`src/rtl/tlu_emulator.sv`:
```
// TLU emulator: issues triggers (on request or periodically), runs the trigger/busy
// handshake with tlu_controller and returns the trigger ID serially, LSB-first.
module tlu_emulator #(
    parameter int unsigned TRIGGER_ID_WIDTH = 15,
    parameter int unsigned BUSY_TIMEOUT     = 1024,
    parameter int unsigned RESET_LEN        = 8
) (
    input  logic                        BUS_CLK,
    input  logic                        BUS_RST,
    input  logic                        ENABLE,
    input  logic                        TRIG_REQ,
    input  logic [15:0]                 AUTO_PERIOD,
    input  logic                        RESET_REQ,
    input  logic                        TLU_CLOCK,
    input  logic                        TLU_BUSY,
    output logic                        TLU_TRIGGER,
    output logic                        TLU_RESET,
    output logic [TRIGGER_ID_WIDTH-1:0] TRIGGER_ID,
    output logic [15:0]                 VETO_COUNT,
    output logic                        TIMEOUT_ERR,
    output logic                        ACTIVE
);

    localparam int unsigned TO_W = $clog2(BUSY_TIMEOUT + 1);
    localparam int unsigned RL_W = $clog2(RESET_LEN + 1);
    localparam int unsigned SR_W = TRIGGER_ID_WIDTH + 1;

    localparam logic [1:0] IDLE  = 2'd0;
    localparam logic [1:0] TRIG  = 2'd1;
    localparam logic [1:0] SHIFT = 2'd2;
    localparam logic [1:0] RST   = 2'd3;

    logic [1:0]                  state, state_nxt;
    logic                        clk_ff1, clk_s, clk_hist;
    logic                        busy_ff1, busy_s;
    logic [TO_W-1:0]             to_cnt, to_cnt_nxt;
    logic [RL_W-1:0]             rl_cnt, rl_cnt_nxt;
    logic [SR_W-1:0]             sr, sr_nxt;
    logic [15:0]                 auto_cnt, auto_cnt_nxt;
    logic                        reset_pend, reset_pend_nxt;
    logic                        trig_nxt, tlu_reset_nxt, timeout_nxt;
    logic [TRIGGER_ID_WIDTH-1:0] id_nxt;
    logic [15:0]                 veto_nxt;
    logic                        clk_rise_c, auto_tick_c, req_c, pend_c, accept_c;

    // Double-flop synchronizers for the controller-side asynchronous lines
    always_ff @(posedge BUS_CLK or posedge BUS_RST) begin
        if (BUS_RST) begin
            clk_ff1  <= 1'b0;
            clk_s    <= 1'b0;
            clk_hist <= 1'b0;
            busy_ff1 <= 1'b0;
            busy_s   <= 1'b0;
        end else begin
            clk_ff1  <= TLU_CLOCK;
            clk_s    <= clk_ff1;
            clk_hist <= clk_s;
            busy_ff1 <= TLU_BUSY;
            busy_s   <= busy_ff1;
        end
    end

    assign clk_rise_c = clk_s & ~clk_hist;
    assign pend_c     = reset_pend | RESET_REQ;
    assign req_c      = ENABLE & (TRIG_REQ | auto_tick_c);

    // Auto-trigger divider: ticks on the wrap back to zero
    always_comb begin
        auto_cnt_nxt = auto_cnt + 16'd1;
        auto_tick_c  = 1'b0;
        if ((AUTO_PERIOD == 16'd0) || !ENABLE) begin
            auto_cnt_nxt = 16'd0;
        end else if (auto_cnt >= AUTO_PERIOD - 16'd1) begin
            auto_cnt_nxt = 16'd0;
            auto_tick_c  = 1'b1;
        end
    end

    // Next-state and registered-output logic
    always_comb begin
        state_nxt      = state;
        to_cnt_nxt     = to_cnt;
        rl_cnt_nxt     = rl_cnt;
        sr_nxt         = sr;
        id_nxt         = TRIGGER_ID;
        veto_nxt       = VETO_COUNT;
        reset_pend_nxt = pend_c;
        trig_nxt       = 1'b0;
        tlu_reset_nxt  = 1'b0;
        timeout_nxt    = 1'b0;
        accept_c       = 1'b0;

        case (state)
            IDLE: begin
                if (pend_c) begin
                    state_nxt      = RST;
                    rl_cnt_nxt     = '0;
                    id_nxt         = '0;
                    tlu_reset_nxt  = 1'b1;
                    reset_pend_nxt = 1'b0;
                end else if (req_c && !clk_s) begin
                    state_nxt  = TRIG;
                    to_cnt_nxt = '0;
                    trig_nxt   = 1'b1;
                    accept_c   = 1'b1;
                end
            end
            TRIG: begin
                if (busy_s) begin
                    // Leading zero goes out first, ID follows from bit 0
                    state_nxt = SHIFT;
                    sr_nxt    = {TRIGGER_ID, 1'b0};
                end else if (to_cnt == TO_W'(BUSY_TIMEOUT - 1)) begin
                    state_nxt   = IDLE;
                    timeout_nxt = 1'b1;
                end else begin
                    to_cnt_nxt = to_cnt + TO_W'(1);
                    trig_nxt   = 1'b1;
                end
            end
            SHIFT: begin
                // Busy release wins over a coincident clock edge
                if (!busy_s) begin
                    state_nxt = IDLE;
                    id_nxt    = TRIGGER_ID + TRIGGER_ID_WIDTH'(1);
                end else if (clk_rise_c) begin
                    sr_nxt   = sr >> 1;
                    trig_nxt = sr[1];
                end else begin
                    trig_nxt = sr[0];
                end
            end
            default: begin
                if (rl_cnt == RL_W'(RESET_LEN - 1)) begin
                    state_nxt = IDLE;
                end else begin
                    rl_cnt_nxt    = rl_cnt + RL_W'(1);
                    tlu_reset_nxt = 1'b1;
                end
            end
        endcase

        if (req_c && !accept_c && (VETO_COUNT != 16'hFFFF)) begin
            veto_nxt = VETO_COUNT + 16'd1;
        end
    end

    always_ff @(posedge BUS_CLK or posedge BUS_RST) begin
        if (BUS_RST) begin
            state       <= IDLE;
            to_cnt      <= '0;
            rl_cnt      <= '0;
            sr          <= '0;
            auto_cnt    <= 16'd0;
            reset_pend  <= 1'b0;
            TLU_TRIGGER <= 1'b0;
            TLU_RESET   <= 1'b0;
            TRIGGER_ID  <= '0;
            VETO_COUNT  <= 16'd0;
            TIMEOUT_ERR <= 1'b0;
            ACTIVE      <= 1'b0;
        end else begin
            state       <= state_nxt;
            to_cnt      <= to_cnt_nxt;
            rl_cnt      <= rl_cnt_nxt;
            sr          <= sr_nxt;
            auto_cnt    <= auto_cnt_nxt;
            reset_pend  <= reset_pend_nxt;
            TLU_TRIGGER <= trig_nxt;
            TLU_RESET   <= tlu_reset_nxt;
            TRIGGER_ID  <= id_nxt;
            VETO_COUNT  <= veto_nxt;
            TIMEOUT_ERR <= timeout_nxt;
            ACTIVE      <= (state_nxt != IDLE);
        end
    end

endmodule

```
`config.mk`:
```
export PLATFORM = sky130hd
export DESIGN_NAME = tlu_emulator
export DESIGN_NICKNAME = d
export VERILOG_FILES = /design/src/rtl/tlu_emulator.sv
export SDC_FILE = /design/constraint.sdc
export NUM_CORES = 1
export LEC_CHECK = 0
export BUFFER_PORTS_ARGS = -buffer_cell sky130_fd_sc_hd__buf_2
export CAP_MARGIN = 20
export CORE_MARGIN = 1.5
export CORE_UTILIZATION = 40
export CTS_BUF_LIST = sky130_fd_sc_hd__clkbuf_4
export DETAILED_ROUTE_END_ITERATION = 12
export HOLD_SLACK_MARGIN = 0.12
export PLACE_DENSITY = 0.67
export SLEW_MARGIN = 20
export SYNTH_ARGS = -nofsm -noshare
export SYNTH_HDL_FRONTEND = slang
export SYNTH_SLANG_ARGS = --single-unit
```
`constraint.sdc`:
```
create_clock -name BUS_CLK -period 8 [get_ports BUS_CLK]
set_clock_uncertainty 0.15 [all_clocks]
set_input_delay 0.4 -clock BUS_CLK [delete_from_list [all_inputs] [get_ports BUS_CLK]]
set_output_delay 0.4 -clock BUS_CLK [all_outputs]
set_load 0.02 [all_outputs]
```
==> results.md <==
- Root Buffer: clkbuf_4
- Number of global-route vias before repair: 3703
- Multi-input gate area: 0.00259 sq mm
- P_sw: 0.463 mW
- Detailed Route WL: 9.91 mm
- Setup repair after global routing missed its margin: false
- Seq/Total Area, Yosys: 0.452
- Fmax: 0.276 GHz
- Syn Area/Cell: 9.63 sq um
- Detailed Place HPWL: 7.24 mm
- Dpl cells: 730
- Share of power burned in the clock network: 0.195
- WL/cell: 13.3 microns
- DP Worst Slack: 3.96 ns
- Post-synth EDFFs: 0
- Max Cap Viol: 0
- Switching share of power: 0.376
- Port bufs: 57
- Grt met1 use: 0.219
- Setup TNS: 0 ns
- Cell Pwr Density: 221 mW/mm^2
- Die area: 0.0131 sq mm
- Post-Syn Instances: 518
- Core ar.: 0.0121 sq mm
- RR Endpoint: TRIGGER_ID[11]
- GRT met2 Usage: 0.272
- Hold Path Class: primary input to register
- Status: finished clean
- Critical path's slowest cell: or3_1
- First-pass GRT wire length: 17.4 mm
- Worst Path Max Fanout: 13
- Yosys warns: 0
- Lkg Pwr: 2.58 nW
- Syn_nets: 567
- Clock Latency Late Sink: 0.42 ns
- DR iter-0 viols: 177
- Least-Margin Pin Slew: 0.976 ns
- First-pass DRT Iterations: 4
- CTS sink count: 90
- Headroom to the max-slew limit: 0.347
- FP Rows: 40
- Fill count: 1220
- Worst path max stage delay: 0.42 ns
- Total track usage: 0.164
- Initial Utilization: 0.412
- RD Place Congestion: 0.875
- Fin util: 0.460
- DR vias/cell: 5.12
- DRC violations left: 0
- Max-slew violation count: 0
- Number of post-CTS setup repair buffers: 0
- Cell Area, Synth: 0.00499 sq mm
- Clk buf depth: 2
- Clock Pin Slew Worst Setup and Hold Paths: 0.14 ns
- Hold path cells: 3
- Number of setup violations in the final report: 0
- #FFs+latches synth: 90
- Hold Crit Endpoint: reset_pend
- Top FF cell, synth: dfrtp_1
- FF-to-FF setup slack: 5.09 ns
- Critical path startpoint category: primary input
- Power Internal: 0.768 mW
- CP required: 8.18 ns
- Total grt overflow: 0
- Final Total Pwr: 1.23 mW
- Share of layout cells above drive strength 1: 0.154
- CTS buffer count: 9
- Combinational share of power: 0.345
- Die Height: 115 microns
- Top Ports: 58
- Routed Antenna Nets: 0
- Storage element area: 0.00225 sq mm
- Critical Path AT: 3.81 ns
- Post-synth ARST share: 1.00
- Crit path cell chain: buf_2 > inv_1 > ha_1 > nand3_1 > or2_2 > nor4_1 > nor3b_1 > xnor2_1 > ha_1 > nand4_1 > or3_1 > nand3_1 > a311oi_1 > o22a_2 > nand2b_4 > o41ai_4
- Fin crit share: 0.453
- Diode count: 0
- Gr busiest metal: met2
- Chip Width: 115 microns
- Hold Violations, Final: 0
- Synth cell types: 58
- Minimum clock period after layout: 3.62 ns
- H-tree depth: 3
- Reg2Reg Launch Point: state[0]
- Hold wc startpoint: RESET_REQ
- Pin count of the biggest net entering global routing: 91
- Non-Filler Instances: 747
- Vias: 3827
- CP Capture Type: register
- Global Route met3 Usage: 0.0312
- Final nets: 625
- Initial antenna violation count: 0
- Worst setup margin: 4.38 ns
- Sequential power share: 0.460
- Layout area overhead: 11.7%
- CTS tree: yes
- Worst Setup Path Type: primary input to register
- VDD IR-drop max: 0.000124 V
- R2R cell count: 9
[power groups by stage]
stage / clock (mW) / sequential (mW) / combinational, mW
final: 0.240 / 0.567 / 0.424
after floorplan: 0 / 0.594 / 0.305
after global placement: 0 / 0.571 / 0.414
after detailed placement: 0 / 0.576 / 0.427
after CTS: 0.252 / 0.567 / 0.430
after global routing: 0.274 / 0.577 / 0.479
[layout by cell type (no fill, tap or decap), types with 5 or more instances in the layout]
master	count
dfrtp_1	90
nand2_1	61
nor2_1	58
buf_2	57
o21ai_0	36
nand3_1	29
xor2_1	28
xnor2_1	26
ha_1	25
inv_1	16
mux2i_1	16
a21oi_1	15
nor3_1	13
and3_1	10
clkbuf_4	9
and2_1	8
or3_1	8
nand4_1	6
nor2b_1	5
[synthesized netlist by cell type (2+ instances only)]
library cell / n / area [sq um]
a21oi_1: 15 / 75.1
and2_1: 8 / 50.1
and3_1: 10 / 62.6
and4_1: 2 / 17.5
buf_1: 2 / 7.51
buf_2: 2 / 10.0
buf_4: 3 / 22.5
clkbuf_1: 5 / 18.8
dfrtp_1: 90 / 2250
ha_1: 26 / 325
inv_1: 17 / 63.8
mux2_2: 2 / 22.5
mux2i_1: 16 / 160
nand2_1: 61 / 229
nand2b_1: 4 / 25.0
nand3_1: 29 / 145
nand4_1: 6 / 37.5
nor2_1: 58 / 218
nor2b_1: 5 / 31.3
nor3_1: 13 / 65.1
nor3b_1: 2 / 15.0
nor4_1: 3 / 18.8
o211a_1: 2 / 20.0
o21a_1: 3 / 22.5
o21ai_0: 36 / 180
o21ai_1: 2 / 10.0
o22ai_1: 2 / 12.5
o31ai_1: 3 / 22.5
o31ai_2: 2 / 25.0
o41ai_4: 2 / 55.1
or3_1: 8 / 50.1
xnor2_1: 26 / 228
xor2_1: 28 / 245
[worst max-delay path by stage]
| stage | from | endpoint | slack [ns] | cells after the start |
|---|---|---|---|---|
| 2_1_floorplan | AUTO_PERIOD[0] | ACTIVE | 4.37 | 15 |
| 3_3_place_gp | AUTO_PERIOD[0] | to_cnt[7] | 4.04 | 16 |
| 3_5_place_dp | AUTO_PERIOD[0] | to_cnt[7] | 3.96 | 16 |
| 4_1_cts | AUTO_PERIOD[0] | VETO_COUNT[13] | 4.42 | 16 |
| 5_1_grt | AUTO_PERIOD[0] | VETO_COUNT[8] | 3.92 | 16 |
| 6_report | AUTO_PERIOD[0] | to_cnt[7] | 4.38 | 16 |
[stage by stage]
step	area [sq um]	hold WS, ns
4_1_cts	5570	0.136
3_3_place_gp	5410	0.194
6_report	5570	0.171
3_5_place_dp	5410	0.188
5_1_grt	5570	0.165
2_1_floorplan	4990	0.181
[layout make-up]
type                    count  share of cell area
repair buffers             61              0.0586
well taps                 168              0.0377
inverters                  17              0.0117
flip-flops and latches     90               0.404
clock buffers               9              0.0121
clock inverters             5              0.0103
multi-input cells         397               0.465
[cells by family after synthesis]
kind of cell	after synthesis	synth area share
AOI/OAI and AO/OA	82	0.114
DFF	90	0.452
buffers and inverters	31	0.0296
and+or+nand+nor	216	0.206
muxes	19	0.0389
xor gates and xnor gates	54	0.0948
adders and majority gates	26	0.0652
[sequential cells by signal (all words and copies together) (netlist names), 2 cells and up]
signal and cells:
rl_cnt 4, to_cnt 11, auto_cnt 16, sr 16
TRIGGER_ID 15, state 2, VETO_COUNT 16
[metal layers]
layer  vias to the layer above  routed length (microns)
met3                         2                      349
met1                      1842                     4760
li1                       1914                        -
met5                         -                        0
met4                         0                       38
met2                        69                     4760
[worst max-delay path: cells and delay by family]
family	cells	cell delay (ns)
compound gates	3	0.74
xor+xnor	1	0.10
buf+inv	2	0.19
fa+ha+maj	2	0.50
simple gates	8	1.86
[what timing repair did]
action,CTS,global route
hold endpoints to repair,92,0
resized for setup,0,0
hold buffers,3,0
Power figures use the tool's default switching activity.
